==> src/rtl/elevator_pkg.sv <==
// elevator_pkg: shared state, direction encodings and timer sizing for the elevator controller
package elevator_pkg;

    typedef enum logic [1:0] {
        IDLE = 2'b00,
        MOVE = 2'b01,
        DOOR = 2'b10
    } state_e;

    localparam logic [1:0] DIR_IDLE = 2'b00;
    localparam logic [1:0] DIR_UP   = 2'b01;
    localparam logic [1:0] DIR_DN   = 2'b10;

    // Width needed to hold the larger of the two reload values (cycles-1).
    function automatic int timer_w(input int move_cyc, input int door_cyc);
        int m;
        m = (move_cyc > door_cyc) ? move_cyc : door_cyc;
        return (m <= 2) ? 1 : $clog2(m);
    endfunction

endpackage

==> src/rtl/elev_timer.sv <==
// elev_timer: loadable down-counter that pulses expire when a loaded count runs out
module elev_timer #(
    parameter int W = 3
) (
    input  logic         clk_i,
    input  logic         rst_ni,
    input  logic         load_i,
    input  logic [W-1:0] value_i,
    output logic         expire_o
);

    logic [W-1:0] cnt_q, cnt_d;
    logic         run_q, run_d;

    // Load wins; otherwise count down and stop once zero has been presented.
    always_comb begin
        cnt_d = cnt_q;
        run_d = run_q;
        if (load_i) begin
            cnt_d = value_i;
            run_d = 1'b1;
        end else if (run_q) begin
            run_d = (cnt_q != '0);
            cnt_d = (cnt_q != '0) ? cnt_q - 1'b1 : cnt_q;
        end
    end

    // Counter state register.
    always_ff @(posedge clk_i or negedge rst_ni) begin
        if (!rst_ni) begin
            cnt_q <= '0;
            run_q <= 1'b0;
        end else begin
            cnt_q <= cnt_d;
            run_q <= run_d;
        end
    end

    assign expire_o = run_q && (cnt_q == '0);

endmodule

==> src/rtl/elevator_ctrl_n.sv <==
// elevator_ctrl_n: N-floor collective-scheduling elevator car controller
module elevator_ctrl_n
    import elevator_pkg::*;
#(
    parameter int FLOORS   = 4,
    parameter int FLOOR_W  = $clog2(FLOORS),
    parameter int MOVE_CYC = 8,
    parameter int DOOR_CYC = 6
) (
    input  logic               clk_i,
    input  logic               rst_ni,
    input  logic [FLOORS-1:0]  hall_up_i,
    input  logic [FLOORS-1:0]  hall_dn_i,
    input  logic [FLOORS-1:0]  car_req_i,
    input  logic               hold_open_i,
    output logic [FLOORS-1:0]  hall_up_led_o,
    output logic [FLOORS-1:0]  hall_dn_led_o,
    output logic [FLOORS-1:0]  car_led_o,
    output logic               door_open_o,
    output logic [1:0]         direction_o,
    output logic [FLOOR_W-1:0] floor_o
);

    localparam int TW = timer_w(MOVE_CYC, DOOR_CYC);
    localparam logic [TW-1:0] MOVE_LD = TW'(MOVE_CYC - 1);
    localparam logic [TW-1:0] DOOR_LD = TW'(DOOR_CYC - 1);
    localparam logic [FLOORS-1:0] UP_MASK = {1'b0, {(FLOORS-1){1'b1}}};
    localparam logic [FLOORS-1:0] DN_MASK = {{(FLOORS-1){1'b1}}, 1'b0};

    function automatic logic [FLOORS-1:0] onehot(input logic [FLOOR_W-1:0] f);
        logic [FLOORS-1:0] m;
        for (int i = 0; i < FLOORS; i++) m[i] = (i == int'(f));
        return m;
    endfunction

    function automatic logic [FLOORS-1:0] above(input logic [FLOOR_W-1:0] f);
        logic [FLOORS-1:0] m;
        for (int i = 0; i < FLOORS; i++) m[i] = (i > int'(f));
        return m;
    endfunction

    function automatic logic [FLOORS-1:0] below(input logic [FLOOR_W-1:0] f);
        logic [FLOORS-1:0] m;
        for (int i = 0; i < FLOORS; i++) m[i] = (i < int'(f));
        return m;
    endfunction

    state_e             state_q, state_d;
    logic [1:0]         dir_q, dir_d;
    logic [FLOOR_W-1:0] floor_q, floor_d, nf;
    logic [FLOORS-1:0]  up_q, up_d, dn_q, dn_d, car_q, car_d;
    logic [FLOORS-1:0]  up_r, dn_r, car_r, any_r, fsel, nsel;
    logic [FLOORS-1:0]  car_abs, up_abs, dn_abs, clr_up, clr_dn, clr_car;
    logic               in_door, going_up, restart, at_f, above_f, below_f;
    logic               ahead_f, behind_f, ahead_n, stop_n;
    logic               tmr_load, tmr_expire;
    logic [TW-1:0]      tmr_val;

    elev_timer #(.W(TW)) u_timer (
        .clk_i    (clk_i),
        .rst_ni   (rst_ni),
        .load_i   (tmr_load),
        .value_i  (tmr_val),
        .expire_o (tmr_expire)
    );

    // Effective requests: latched bits plus this cycle's presses, minus presses the open door absorbs.
    always_comb begin
        in_door  = (state_q == DOOR);
        going_up = (dir_q == DIR_UP);
        fsel     = onehot(floor_q);
        car_abs  = in_door ? fsel : '0;
        up_abs   = (in_door && dir_q == DIR_UP) ? fsel : '0;
        dn_abs   = (in_door && dir_q == DIR_DN) ? fsel : '0;
        up_r     = up_q | (hall_up_i & UP_MASK & ~up_abs);
        dn_r     = dn_q | (hall_dn_i & DN_MASK & ~dn_abs);
        car_r    = car_q | (car_req_i & ~car_abs);
        restart  = in_door && (hold_open_i || |(car_req_i & car_abs)
                   || |(hall_up_i & up_abs) || |(hall_dn_i & dn_abs));
        any_r    = up_r | dn_r | car_r;
        at_f     = |(any_r & fsel);
        above_f  = |(any_r & above(floor_q));
        below_f  = |(any_r & below(floor_q));
        ahead_f  = going_up ? above_f : below_f;
        behind_f = going_up ? below_f : above_f;
        nf       = going_up ? floor_q + 1'b1 : floor_q - 1'b1;
        nsel     = onehot(nf);
        ahead_n  = |(any_r & (going_up ? above(nf) : below(nf)));
        stop_n   = |(car_r & nsel) | |((going_up ? up_r : dn_r) & nsel)
                   | (!ahead_n && |((going_up ? dn_r : up_r) & nsel));
    end

    // Scheduling FSM: next state, direction, floor step, timer control and request clears.
    always_comb begin
        state_d  = state_q;
        dir_d    = dir_q;
        floor_d  = floor_q;
        tmr_load = 1'b0;
        tmr_val  = MOVE_LD;
        clr_up   = '0;
        clr_dn   = '0;
        clr_car  = '0;
        case (state_q)
            IDLE: begin
                dir_d = DIR_IDLE;
                if (at_f) begin
                    state_d  = DOOR;
                    dir_d    = DIR_UP;
                    clr_up   = fsel;
                    clr_dn   = fsel;
                    clr_car  = fsel;
                    tmr_load = 1'b1;
                    tmr_val  = DOOR_LD;
                end else if (above_f || below_f) begin
                    state_d  = MOVE;
                    dir_d    = above_f ? DIR_UP : DIR_DN;
                    tmr_load = 1'b1;
                end
            end
            MOVE: begin
                if (tmr_expire) begin
                    floor_d  = nf;
                    tmr_load = 1'b1;
                    if (stop_n) begin
                        state_d = DOOR;
                        tmr_val = DOOR_LD;
                        clr_car = nsel;
                        clr_up  = (going_up || !ahead_n) ? nsel : '0;
                        clr_dn  = (!going_up || !ahead_n) ? nsel : '0;
                    end
                end
            end
            DOOR: begin
                if (restart) begin
                    tmr_load = 1'b1;
                    tmr_val  = DOOR_LD;
                end else if (tmr_expire) begin
                    if (ahead_f) begin
                        state_d  = MOVE;
                        tmr_load = 1'b1;
                    end else if (at_f) begin
                        dir_d    = going_up ? DIR_DN : DIR_UP;
                        clr_up   = fsel;
                        clr_dn   = fsel;
                        clr_car  = fsel;
                        tmr_load = 1'b1;
                        tmr_val  = DOOR_LD;
                    end else if (behind_f) begin
                        state_d  = MOVE;
                        dir_d    = going_up ? DIR_DN : DIR_UP;
                        tmr_load = 1'b1;
                    end else begin
                        state_d = IDLE;
                        dir_d   = DIR_IDLE;
                    end
                end
            end
            default: begin
                state_d = IDLE;
                dir_d   = DIR_IDLE;
            end
        endcase
        up_d  = up_r & ~clr_up;
        dn_d  = dn_r & ~clr_dn;
        car_d = car_r & ~clr_car;
    end

    // Controller state; reset drops every pending request and parks the car at ground.
    always_ff @(posedge clk_i or negedge rst_ni) begin
        if (!rst_ni) begin
            state_q <= IDLE;
            dir_q   <= DIR_IDLE;
            floor_q <= '0;
            up_q    <= '0;
            dn_q    <= '0;
            car_q   <= '0;
        end else begin
            state_q <= state_d;
            dir_q   <= dir_d;
            floor_q <= floor_d;
            up_q    <= up_d;
            dn_q    <= dn_d;
            car_q   <= car_d;
        end
    end

    assign hall_up_led_o = up_q;
    assign hall_dn_led_o = dn_q;
    assign car_led_o     = car_q;
    assign door_open_o   = (state_q == DOOR);
    assign direction_o   = dir_q;
    assign floor_o       = floor_q;

endmodule

==> config.mk <==
export PLATFORM = sky130hd
export DESIGN_NAME = elevator_ctrl_n
export DESIGN_NICKNAME = d
export VERILOG_FILES = /design/src/rtl/elevator_pkg.sv /design/src/rtl/elev_timer.sv /design/src/rtl/elevator_ctrl_n.sv
export SDC_FILE = /design/constraint.sdc
export NUM_CORES = 1
export LEC_CHECK = 0
export ABC_AREA = 1
export BUFFER_PORTS_ARGS = -buffer_cell sky130_fd_sc_hd__buf_2
export CAP_MARGIN = 20
export CORE_MARGIN = 1
export CORE_UTILIZATION = 40
export DETAILED_ROUTE_END_ITERATION = 10
export GPL_ROUTABILITY_DRIVEN = 1
export PLACE_DENSITY = 0.72
export SYNTH_ARGS = -nofsm -noshare
export SYNTH_HDL_FRONTEND = slang
export SYNTH_SLANG_ARGS = --single-unit
==> constraint.sdc <==
create_clock -name clk_i -period 5 [get_ports clk_i]
set_input_delay 0.5 -clock clk_i [delete_from_list [all_inputs] [get_ports clk_i]]
set_output_delay 0.5 -clock clk_i [all_outputs]
set_load 0.01 [all_outputs]
---- Word-level counts from Yosys, hierarchy flattened ----
Index checks and enable logic that the tools add are counted.
operators by class
  reductions and logical operators ........ 34
  add/sub/neg operators ................... 3
  order comparisons ....................... 12
  bitwise operators ....................... 30
  muxes and demuxes ....................... 65
  equality and inequality tests ........... 17
operator list
  kind                                                        count
  two-way mux 4 bit                                           18
  bitwise AND 4 bit                                           14
  two-way mux 2 bit                                           21
  OR reduction 4 bit                                          10
  one-hot mux 4 bit (3 select lines)                          3
  NOT 4 bit                                                   6
  OR 4 bit                                                    5
  two-way mux 3 bit                                           6
  two-way mux 1 bit                                           13
  one-hot mux 2 bit (3 select lines)                          2
  one-hot mux 3 bit (3 select lines)                          1
  equality test 2 bit (first input constant)                  4
  greater-than comparator 2 bit (first input constant)        4
  less-than comparator 1 x 2 -> 1 bit (first input constant)  4
  inequality test 2 bit (second input constant)               4
  zero test 2 bit                                             3
  logical OR 1 bit                                            6
  AND reduction 6 bit                                         1
  logical AND 1 bit                                           5
  bitwise AND 3 x 4 -> 4 bit                                  1
  bitwise AND 4 x 3 -> 4 bit                                  1
  equality test 1 x 2 -> 1 bit (first input constant)         2
  equality test 2 x 1 -> 1 bit (second input constant)        2
  equality test 2 bit (second input constant)                 2
  17 further kinds                                            23
word-level totals
  register bits ........................... 22
  input bits .............................. 15
  output and inout bits ................... 17

---- Logic depth before layout (Yosys ltp) ----
Gate-level depths: netlist (run 1).
  depth after elaboration ................. 19
  depth in mapped cells ................... 19
  depth with buffers taken out ............ 19

---- By module ----
From an unflattened synthesis (run 1), not the netlist that was laid out.
second synthesis, totals
  cell total of the unflattened synthesis .. 338
  area total of the unflattened synthesis .. 2287.2 sq um
modules (own cells, without submodules)
  module           area an instance (sq um)  cells each  sequential area each (sq um)  instances
  elevator_ctrl_n  2037.0                    302         450.4                         1
  elev_timer       250.2                     36          100.1                         1

---- Least setup slack after synthesis (run 1) ----
OpenSTA, ideal clock, no wires.
  path kind ............................... register to register
  from .................................... reg floor_q[0], in the netlist floor_o[0]
  to ...................................... reg u_timer.cnt_q[1]
  required time ........................... 4883 ps
  path buffers ............................ 0
  stages on the path, launching flop included .. 18
  path slack .............................. 2733 ps
  data arrival time ....................... 2150 ps
  setup time .............................. 117 ps
  path through ............................ dfrtp_1 inv_1 ha_1 nand3_2 a21oi_2 inv_1 nor2_1 nand2_1 nand2_1 nand2_1 nor2_2 nand2_1 nand2_2 nand3_1 nand2_1 nand3_1 nand2_1 nand2_1
between the ends
  cells in the longest elaborated chain, start to end .. 18
  elaborated cells on any way between the ends .. 90
RTL lines
  what                                                                    line                                          text
  start: declaration                                                      elevator_ctrl_n.sv:50                         logic [FLOOR_W-1:0] floor_q, floor_d, nf;
  start signal: assignment                                                elevator_ctrl_n.sv:180                        floor_q <= floor_d;
  equality test 2 bit, or another cell as far along                       elevator_ctrl_n.sv:32                         for (int i = 0; i < FLOORS; i++) m[i] = (i == int'(f));
  two-way mux 4 bit, on equally long branches                             elevator_ctrl_n.sv:73, elevator_ctrl_n.sv:74
  NOT 4 bit, on equally long branches                                     elevator_ctrl_n.sv:75, elevator_ctrl_n.sv:76
  bitwise AND 3 x 4 -> 4 bit / bitwise AND 4 bit (equally long branches)  elevator_ctrl_n.sv:75, elevator_ctrl_n.sv:76
  OR 4 bit, on equally long branches                                      elevator_ctrl_n.sv:75, elevator_ctrl_n.sv:76
  OR 4 bit (2 in a row)                                                   elevator_ctrl_n.sv:80                         any_r = up_r | dn_r | car_r;
  bitwise AND 4 bit / bitwise AND 4 x 3 -> 4 bit (equally long branches)  elevator_ctrl_n.sv:82, elevator_ctrl_n.sv:83
  OR reduction 4 bit, on equally long branches                            elevator_ctrl_n.sv:82, elevator_ctrl_n.sv:83
  two-way mux 1 bit                                                       elevator_ctrl_n.sv:85                         behind_f = going_up ? below_f : above_f;
  two-way mux 1 bit                                                       elevator_ctrl_n.sv:148                        end else if (behind_f) begin
  two-way mux 1 bit                                                       elevator_ctrl_n.sv:141                        end else if (at_f) begin
  two-way mux 1 bit                                                       elevator_ctrl_n.sv:138                        if (ahead_f) begin
  two-way mux 1 bit                                                       elevator_ctrl_n.sv:137                        end else if (tmr_expire) begin
  two-way mux 1 bit                                                       elevator_ctrl_n.sv:134                        if (restart) begin
  one-hot mux 1 bit (3 select lines)                                      elevator_ctrl_n.sv:103                        case (state_q)
  nonzero test 2 bit (no source line)                                     -
  AND reduction 2 bit (no source line)                                    -
  end signal: assignment                                                  elev_timer.sv:34                              cnt_q <= cnt_d;
  end: declaration                                                        elev_timer.sv:12                              logic [W-1:0] cnt_q, cnt_d;
Several ways; a longest one is shown, not always the timed one.
A chain may end at the register's enable or synchronous reset.

---- Final worst setup path (run 1) ----
  from .................................... reg floor_q[0], in the netlist floor_o[0]
  to ...................................... reg up_q[1], in the netlist hall_up_led_o[1]
between the ends
  cells in the longest elaborated chain, start to end .. 17
  elaborated cells on any way between the ends .. 80
RTL lines
  what                                                                                line                    text
  parallel branches: the longest is 16 deep, another holds subtractor 2 x 1 -> 2 bit  -
  bitwise AND 4 bit (*)                                                               elevator_ctrl_n.sv:163  up_d = up_r & ~clr_up;
  named net up_d[1]                                                                   elevator_ctrl_n.sv:51   logic [FLOORS-1:0] up_q, up_d, dn_q, dn_d, car_q, car_d;
  end signal: assignment                                                              elevator_ctrl_n.sv:181  up_q <= up_d;
  end: declaration                                                                    elevator_ctrl_n.sv:51
Mark *: on every way through the listed nets, which the timed path passes.

==> impl_metrics.py, run 1 <==
metrics = {
    "worst_setup_path": {
        "cp_common_cell": "nand2_1",
        "rr_startpoint": "floor_o[0]",
        "worstSetupStartpointType": "register",
        "crit_fanout": 8,
        "startpoint": "floor_o[0]",
        "crit_type": "reg -> reg",
        "cp.depth": 15,
        "required_ns": 5.17,
        "endpoint_kind": "register",
        "critPathSlowestCell": "dfrtp_1",
        "endpoint": "hall_up_led_o[1]",
        "cp.arrival_ns": 3.04,
        "slowest_delay_ns": 0.50,
        "reg2regPathDepth": 15,
        "path_buf_inv": 1,
        "cp_top_family": "simple AND/OR/NAND/NOR gates",
        "crit_chain": "inv_1 -> ha_1 -> nand3_2 -> o21bai_1 -> nand2_1 -> nor2_1 -> nand2_1 -> nand2_1 -> nand2_1 -> nor2_2 -> nand2_1 -> nand2_2 -> nand4_1 -> o211ai_1 -> nor2_1",
        "r2r-end": "hall_up_led_o[1]",
        "r2r_slack_ns": 2.13,
    },
    "die": {
        "die-area_um2": 5421,
        "coreArea_um2": 4817,
        "die_h_um": 73.63,
        "die_w_um": 73.63,
        "rows": 25,
        "pin_count": 32,
        "start_util_pct": 42.60,
    },
    "synthesis": {
        "syn_avg_cell_area_um2": 6.453,
        "synthesis.nets": 339,
        "synth_area_leaders": "dfrtp_1 (27%), nand2_1 (13%), inv_1 (8.8%), nor2_1 (8.4%), nand3_1 (5.6%)",
        "synth_top_area_share_pct": 26.83,
        "yosysTopAreaCell": "dfrtp_1",
        "yosysSeqAreaShare_pct": 26.83,
        "ys_warn_count": 0,
        "synth-seq-cells": 22,
        "synth_cell_types": 33,
        "synthCells": 318,
        "netlist_area_um2": 2052,
    },
    "sta": {
        "setup_viol": 0,
        "max_freq_ghz": 0.3481,
        "fin_tns_setup_ns": 0,
        "hold_viol_final": 0,
        "whs_ns": 0.1903,
        "tightest_slew_ns": 0.7695,
        "min_period_ns": 2.873,
        "slew_headroom_pct": 48.51,
        "rsz0062_at_grt": "no",
        "clock_skew_ns": 0.005022,
        "finalCritPeriodShare_pct": 57.46,
        "drv_slew": 0,
    },
    "placement": {
        "port_buffers": 31,
        "dp_hpwl_mm": 4.611,
        "gp_congestion": 0.9236,
    },
    "clocking": {
        "cts.clk_slew.worst_paths_ns": 0.09,
        "clk_latency_ns": 0.27,
        "numCtsBuffers": 3,
        "clock-root-buffer": "clkbuf_8",
        "cts.htree.levels": 1,
        "cts.repair.resized": 0,
        "cts_num_sinks": 22,
        "cts_hold_buf": 0,
        "postCtsSetupBuffers": 0,
        "cts_tree": "built",
        "cts_buffer_depth": 2,
    },
    "pwr": {
        "power.switching_uw": 793.3,
        "combPwrFrac_pct": 66.0,
        "power_leakage_uw": 0.001190,
        "vdd_drop_max_mv": 0.2485,
        "p_seq_share_pct": 22.0,
        "p_int_uw": 658.7,
        "pwr-share-clk_pct": 12.0,
        "switching_share_pct": 54.64,
        "finalPower_uw": 1452,
        "power_density_nw_per_um2": 620.9,
    },
    "routing": {
        "wl_per_cell_um": 13.90,
        "ant_nets": 0,
        "drcViolationCount": 0,
        "drtIter0Drc": 149,
        "vias": 2164,
        "viasPerCell": 5.189,
        "first_pass_iters": 5,
        "wirelength_mm": 5.796,
    },
    "status": {
        "outcome": "finished clean",
    },
    "global_routing": {
        "grt_pass1_vias": 2047,
        "grt_max_degree": 23,
        "grt_pass1_wl_mm": 9.418,
        "grt_util_all_layers_pct": 22.89,
        "grt-ovfl-total": 0,
        "antenna_found_initial": 0,
    },
    "finish": {
        "most-common-layout-cells": "nand2_1 (72), inv_1 (48), nor2_1 (46), buf_2 (31), nand3_1 (23)",
        "nets": 372,
        "n_antenna_cell": 0,
        "area_delta_synth_final_pct": 13.96,
        "final_common_cell": "nand2_1",
        "layout-drive-gt1-share_pct": 20.00,
    },
    "job": {
        "cap_viol_max_count": 0,
    },
    "hold_path": {
        "hold_class": "in -> async",
    },
}
[metal layers]
metal,track usage (%),part of all wire (%),up-vias
met2,40.06,49,57
met3,2.469,3.7,8
li1,-,-,1099
met1,29.37,46,1000
met5,0,0,-
met4,7.265,1.4,0
[worst min path at each step]
stage	start	end	slack [ns]	cells past startpoint
detailed placement	u_timer.cnt_q[1]	u_timer.cnt_q[1]	0.50	2
CTS	rst_ni	car_led_o[1]	0.22	1
finish	rst_ni	car_led_o[1]	0.19	1
floorplan	rst_ni	car_led_o[0]	0.20	0
global route	rst_ni	state_q[1]	0.24	1
global placement	u_timer.cnt_q[2]	u_timer.cnt_q[2]	0.48	2
[sequential cells by signal (all words and copies together), names as in the netlist]
| register | flops |
|---|---|
| direction_o | 2 |
| hall_dn_led_o | 4 |
| hall_up_led_o | 4 |
| u_timer.cnt_q | 3 |
| car_led_o | 4 |
| floor_o | 2 |
| u_timer.run_q | 1 |
| state_q | 2 |
[cell type report]
cell class              count  area, um^2
repair buffers             31       155.1
flip-flops and latches     22       550.5
clock buffers               3       41.29
fillers                   506        2479
multi-input cells         240        1274
inverters                  53       203.9
clock inverters             1       30.03
well taps                  67       83.83
[power groups by stage]
stage | clock network, uW | registers, uW | logic (uW)
after floorplan | 0 | 325 | 709
after global placement | 0 | 319 | 942
after detailed placement | 0 | 321 | 948
after CTS | 175 | 317 | 954
after global routing | 183 | 329 | 1080
final | 175 | 319 | 958
[cells by family after synthesis]
family | after synthesis | share of synthesized area [%]
buffers and inverters | 56 | 11.10
adders and majority gates | 6 | 3.658
xor gates and xnor gates | 1 | 0.4269
DFF | 22 | 26.83
and+or+nand+nor | 186 | 43.11
AOI/OAI and AO/OA | 47 | 14.88
[worst register-to-register path, stage by stage, from the launching register on]
cell      delay (ns)
dfrtp_1         0.50
inv_1           0.23
ha_1            0.28
nand3_2         0.19
o21bai_1        0.19
nand2_1         0.11
nor2_1          0.10
nand2_1         0.14
nand2_1         0.09
nand2_1         0.06
nor2_2          0.17
nand2_1         0.12
nand2_2         0.21
nand4_1         0.18
o211ai_1        0.16
nor2_1          0.06
[Yosys cell counts, drive strengths merged]
master / count
nand2: 84
inv: 53
nor2: 50
nand3: 28
dfrtp: 22
o21ai: 19
a21oi: 16
nand4: 14
o211ai: 7
ha: 6
nor3: 5
buf: 3
o21bai: 3
and2: 2
nand3b: 2
a211oi: 1
o22ai: 1
or2: 1
xor2: 1
[per-stage QoR]
step                      setup WS [ns]  instances  util (%)  cell area, um^2
final                             2.127        417     48.55             2338
after global routing              1.899        417     48.55             2338
after CTS                         2.215        417     48.55             2338
after detailed placement          2.232        413     47.06             2267
after global placement            2.198        413     47.06             2267
after floorplan                   2.733        318         -             2052
(Power assumes the default switching activity.)
==> inputs of run 2 (changes only) <==
Settings changed: ABC_AREA 1 to 0.
Clock period 5 ns to 2.92 ns, I/O delays scaled along.
==> run 2 against run 1 <==
Net effect:
- worst hold slack improved by 0.25 ns
- largest power group unchanged
- die area rose by 1.9%
- clock power rose by 63%
- register-to-register slack got worse by 2.0 ns
==> impl_metrics.py, run 2 <==
metrics = {
    "status": {
        "outcome": "finished clean",
    },
    "clocking": {
        "cts.htree.levels": 1,
        "cts.clk_slew.worst_paths_ns": 0.08,
        "cts_buffer_depth": 2,
        "clock-root-buffer": "clkbuf_8",
        "numCtsBuffers": 3,
        "cts_num_sinks": 22,
        "clk_latency_ns": 0.26,
        "cts_tree": "built",
    },
    "pwr": {
        "power_leakage_uw": 0.001028,
        "power_density_nw_per_um2": 581.7,
        "vdd_drop_max_mv": 0.2847,
    },
    "worst_setup_path": {
        "r2r_slack_ns": 0.09,
        "slowest_delay_ns": 0.46,
        "required_ns": 3.08,
        "crit_fanout": 5,
        "crit_chain": "inv_1 -> ha_2 -> nand3b_4 -> o31ai_4 -> a211oi_1 -> a211oi_2 -> nand4_1 -> a211oi_2 -> a211oi_1 -> o31a_1",
        "reg2regPathDepth": 10,
        "r2r-end": "u_timer.cnt_q[1]",
        "cp.arrival_ns": 2.99,
        "critPathSlowestCell": "dfrtp_2",
        "worstSetupStartpointType": "register",
        "crit_type": "reg -> reg",
        "rr_startpoint": "floor_o[1]",
        "endpoint_kind": "register",
    },
    "routing": {
        "drtIter0Drc": 116,
        "ant_nets": 0,
        "wirelength_mm": 6.142,
        "wl_per_cell_um": 18.28,
        "first_pass_iters": 4,
        "vias": 2008,
        "drcViolationCount": 0,
        "viasPerCell": 5.976,
    },
    "global_routing": {
        "grt_max_degree": 23,
        "grt_pass1_wl_mm": 9.639,
        "grt_use_met3_pct": 4.607,
        "grt_use_met2_pct": 34.44,
        "grt-ovfl-total": 0,
        "grt_pass1_vias": 1826,
        "antenna_found_initial": 0,
        "met1_usage_pct": 35.07,
        "top_usage_layer": "met1",
        "grt_util_all_layers_pct": 23.40,
    },
    "sta": {
        "whs_ns": 0.4358,
        "max_freq_ghz": 0.3529,
        "min_period_ns": 2.833,
        "drv_slew": 0,
        "clock_skew_ns": 0.002418,
        "setup_viol": 0,
        "rsz0062_at_grt": "yes",
        "layout_setup_ws_ns": 0.08661,
        "tightest_slew_ns": 0.5338,
        "finalCritPeriodShare_pct": 97.03,
        "slew_headroom_pct": 64.04,
        "hold_viol_final": 0,
    },
    "synthesis": {
        "synthAdderAreaFrac_pct": 3.589,
        "synth_commonest_cells": "dfrtp_1 (22), a21oi_1 (15), nand2_1 (13)",
        "synth_most_common_cell": "dfrtp_1",
        "synth-simple-area-share_pct": 22.37,
        "synth-xor-area-share_pct": 2.392,
        "postSynth.topFlopCell": "dfrtp_1",
        "synth_top_area_share_pct": 26.32,
        "yosysSeqAreaShare_pct": 26.32,
        "async_flop_share_pct": 100.0,
        "yosys-mux-area-fraction_pct": 2.213,
        "synth_top_family_by_area": "compound AO/OA/AOI/OAI gates",
        "synth_compound_area_share_pct": 37.02,
        "synth_edf_count": 0,
        "synth_area_leaders": "dfrtp_1 (26%), a211oi_2 (4.2%), a21oi_1 (3.6%), ha_1 (3.6%), o31ai_4 (3.1%)",
        "ys_warn_count": 0,
        "netlist_area_um2": 2092,
        "synthesis.nets": 245,
        "syn_avg_cell_area_um2": 9.339,
        "yosysTopAreaCell": "dfrtp_1",
        "synth-seq-cells": 22,
        "synth_cell_types": 71,
        "synthCells": 224,
    },
    "die": {
        "pin_count": 32,
        "start_util_pct": 42.87,
        "die_w_um": 74.32,
        "coreArea_um2": 4880,
        "die-area_um2": 5523,
        "rows": 25,
        "die_h_um": 74.32,
    },
    "finish": {
        "most-common-layout-cells": "buf_2 (31), dfrtp_1 (21), buf_4 (21), a21oi_1 (14), nand2_1 (13)",
        "nets": 291,
        "area_delta_synth_final_pct": 21.77,
        "final_common_cell": "buf_2",
        "final-instance-count-excl-fill": 336,
        "n_antenna_cell": 0,
        "layout-drive-gt1-share_pct": 40.15,
    },
    "placement": {
        "dpl.cell_count": 330,
        "gp_congestion": 0.9263,
        "port_buffers": 31,
        "dp_worst_setup_slack_ns": 0.03464,
        "dp_hpwl_mm": 4.872,
    },
    "hold_path": {
        "hold-path-endpoint": "car_led_o[0]",
        "worst_hold_path.num_cells": 3,
        "hold_class": "in -> reg",
        "min_from": "car_req_i[0]",
    },
    "job": {
        "cap_viol_max_count": 0,
    },
}
run 2: layout make-up:
type	count	area [um^2]
sequential	22	551.8
inverter	13	48.80
multi-input combinational	176	1449
tap	67	83.83
timing repair buffer	54	342.8
fill	466	2332
clock buffer	3	41.29
clock inverter	1	30.03
run 2: worst max-delay path: cells and delay by family (launching register included):
family | cells | cell delay [ns]
AO/OA/AOI/OAI | 6 | 1.52
flip-flops | 1 | 0.46
AND/OR/NAND/NOR | 2 | 0.32
adder cells (fa/ha/maj) | 1 | 0.25
buffers and inverters | 1 | 0.16
run 2: cell families (layout without fill, tap and decap cells):
group / count (synthesis) / after routing
adder cells (fa/ha/maj): 6 / 6
XOR/XNOR: 4 / 4
buffers and inverters: 26 / 71
multiplexers: 4 / 4
flip-flops: 22 / 22
AO/OA/AOI/OAI: 88 / 88
AND/OR/NAND/NOR: 74 / 74
run 2: through the flow:
step	util, %	total power, uW	cell area [um^2]	setup TNS [ns]
after floorplan	-	969.9	2093	0
after CTS	51.31	1457	2504	0
after global routing	52.21	1568	2547	-0.01029
after global placement	49.64	1166	2422	0
final	52.21	1482	2547	0
after detailed placement	49.64	1167	2422	0
run 2: worst max path at each step:
stage / startpoint / end / slack, ns / cells after the start
global route: floor_o[0] / hall_dn_led_o[1] / -0.008 / 10
CTS: floor_o[1] / car_led_o[3] / 0.006 / 10
finish: floor_o[1] / u_timer.cnt_q[1] / 0.09 / 10
floorplan: floor_o[0] / direction_o[1] / 0.11 / 12
global placement: floor_o[1] / u_timer.cnt_q[1] / 0.02 / 10
detailed placement: floor_o[1] / u_timer.cnt_q[1] / 0.03 / 10
run 2: layer usage:
| metal | share of wire (%) | up-vias |
|---|---|---|
| met5 | 0 | - |
| met2 | 42 | 96 |
| met3 | 7.4 | 8 |
| met1 | 49 | 952 |
| li1 | - | 952 |
| met4 | 1.5 | 0 |
run 2: timing repair:
action	in CTS	in global routing
setup endpoints to repair	0	15
gates resized for setup	0	8
endpoints found under the hold margin	9	0
hold buffers	1	0
buffers inserted	0	1
run 2: where the power goes:
group          total, uW  switching (uW)  internal [uW]  leakage (uW)
Clock                285             102            183     0.0000357
Sequential           391            53.0            338      0.000220
Combinational        806             467            339      0.000772
==> inputs of run 3 (changes only) <==
Settings changed: CORE_ASPECT_RATIO set to 1.5.
==> run 3 against run 2 <==
Net effect:
- the run now ends with hold timing left
- via count grew 1.1%
- non-clock buffer count is the same
- utilization shrank 1.4 points
- combinational power shrank 4.7%
- clock skew grew 0.0042 ns
- routed wire length grew 4.7%
- critical endpoint unchanged
- largest power group unchanged
==> impl_metrics.py, run 3 (synthesis results as in run 2) <==
metrics = {
    "finish": {
        "layout-drive-gt1-share_pct": 39.41,
        "most-common-layout-cells": "buf_2 (31), buf_4 (23), dfrtp_1 (21), a21oi_1 (15), nand2_1 (13)",
        "nets": 291,
        "final_common_cell": "buf_2",
        "area_delta_synth_final_pct": 19.56,
        "n_antenna_cell": 0,
    },
    "job": {
        "cap_viol_max_count": 0,
    },
    "worst_setup_path": {
        "r2r_slack_ns": 0.17,
        "r2r-end": "u_timer.cnt_q[1]",
        "endpoint_kind": "register",
        "reg2regPathDepth": 10,
        "required_ns": 3.09,
        "crit_fanout": 8,
        "slowest_delay_ns": 0.36,
        "crit_chain": "buf_4 -> ha_1 -> nand3b_4 -> a21oi_1 -> nand3_1 -> a211oi_2 -> nand4_1 -> a211oi_2 -> a211oi_1 -> o31a_1",
        "rr_startpoint": "floor_o[0]",
        "cp_common_cell": "a211oi_2",
        "crit_type": "reg -> reg",
        "critPathSlowestCell": "dfrtp_1",
        "worstSetupStartpointType": "register",
        "cp.arrival_ns": 2.92,
    },
    "hold_path": {
        "hold_class": "in -> async",
    },
    "global_routing": {
        "grt-ovfl-total": 0,
        "grt_util_all_layers_pct": 26.03,
        "grt_pass1_vias": 2026,
        "grt_pass1_wl_mm": 10.70,
        "grt_max_degree": 23,
        "antenna_found_initial": 0,
    },
    "placement": {
        "dp_hpwl_mm": 5.068,
        "port_buffers": 31,
        "gp_congestion": 0.9806,
        "dp_worst_setup_slack_ns": 0.1205,
    },
    "routing": {
        "wirelength_mm": 6.428,
        "ant_nets": 0,
        "first_pass_iters": 5,
        "drtIter0Drc": 113,
        "vias": 2031,
        "viasPerCell": 6.063,
        "wl_per_cell_um": 19.19,
        "drcViolationCount": 0,
    },
    "sta": {
        "hold_viol_final": 22,
        "whs_ns": -0.01599,
        "tightest_slew_ns": 0.5518,
        "fin_tns_setup_ns": 0,
        "min_period_ns": 2.755,
        "slew_headroom_pct": 62.87,
        "max_freq_ghz": 0.3630,
        "layout_setup_ws_ns": 0.1653,
        "rsz0062_at_grt": "no",
        "clock_skew_ns": 0.006576,
        "finalCritPeriodShare_pct": 94.34,
        "drv_slew": 0,
        "setup_viol": 0,
    },
    "die": {
        "die_w_um": 61.05,
        "coreArea_um2": 4926,
        "die_h_um": 90.57,
        "pin_count": 32,
        "start_util_pct": 42.47,
        "rows": 31,
        "die-area_um2": 5529,
    },
    "clocking": {
        "numCtsBuffers": 3,
        "clk_latency_ns": 0.28,
        "cts_buffer_depth": 2,
        "cts.htree.levels": 1,
        "cts.clk_slew.worst_paths_ns": 0.09,
        "cts_hold_buf": 0,
        "cts_tree": "built",
        "cts_num_sinks": 22,
        "clock-root-buffer": "clkbuf_8",
    },
    "pwr": {
        "vdd_drop_max_mv": 0.2864,
        "power_leakage_uw": 0.001016,
        "power_density_nw_per_um2": 560.0,
    },
    "status": {
        "outcome": "complete, but fails checks",
        "violations": "hold timing",
    },
}
-- run 3: through the flow --
step	cells	cell area [um^2]	utilization [%]	total power [uW]
global placement	329	2409	48.90	1144
detailed placement	329	2409	48.90	1152
global route	335	2501	50.77	1491
CTS	333	2464	50.01	1387
floorplan	224	2093	-	969.9
finish	335	2501	50.77	1401
-- run 3: how the worst max path moves through the flow --
stage | start | endpoint | depth (start not counted)
3_5_place_dp | floor_o[1] | hall_dn_led_o[3] | 10
4_1_cts | floor_o[1] | hall_dn_led_o[3] | 10
3_3_place_gp | floor_o[1] | hall_dn_led_o[3] | 10
2_1_floorplan | floor_o[0] | direction_o[1] | 12
6_report | floor_o[0] | u_timer.cnt_q[1] | 10
5_1_grt | floor_o[0] | u_timer.cnt_q[1] | 10
-- run 3: what timing repair did --
action	4_1_cts	5_1_grt
setup buffers	0	2
setup endpoints to repair	0	12
resized for setup	0	5
-- run 3: metal layers --
layer / up-vias / routed length (um) / track usage (%)
li1: 952 / - / -
met1: 976 / 2524 / 32.97
met2: 75 / 3375 / 42.75
met3: 28 / 254 / 3.009
met4: 0 / 274 / 11.36
met5: - / 0 / 0
-- run 3: critical path: cells and delay by family (launching register included) --
family,cells,cell delay (ns)
compound gates,5,1.26
fa+ha+maj,1,0.30
buf+inv,1,0.18
flops,1,0.36
simple gates,3,0.54
-- run 3: where the power goes --
| part | switching (uW) | internal, uW | leakage, uW |
|---|---|---|---|
| Combinational | 451 | 316 | 0.000766 |
| Sequential | 57.1 | 338 | 0.000222 |
| Clock | 116 | 121 | 0.0000288 |
| Total | 625 | 776 | 0.00102 |
-- run 3: final cells by class --
type | instances | area, um^2
timing repair buffer | 54 | 327.8
fill | 482 | 2425
inverter | 13 | 48.80
clock buffer | 4 | 55.05
multi-input combinational | 176 | 1435
tap | 66 | 82.58
sequential | 22 | 551.8
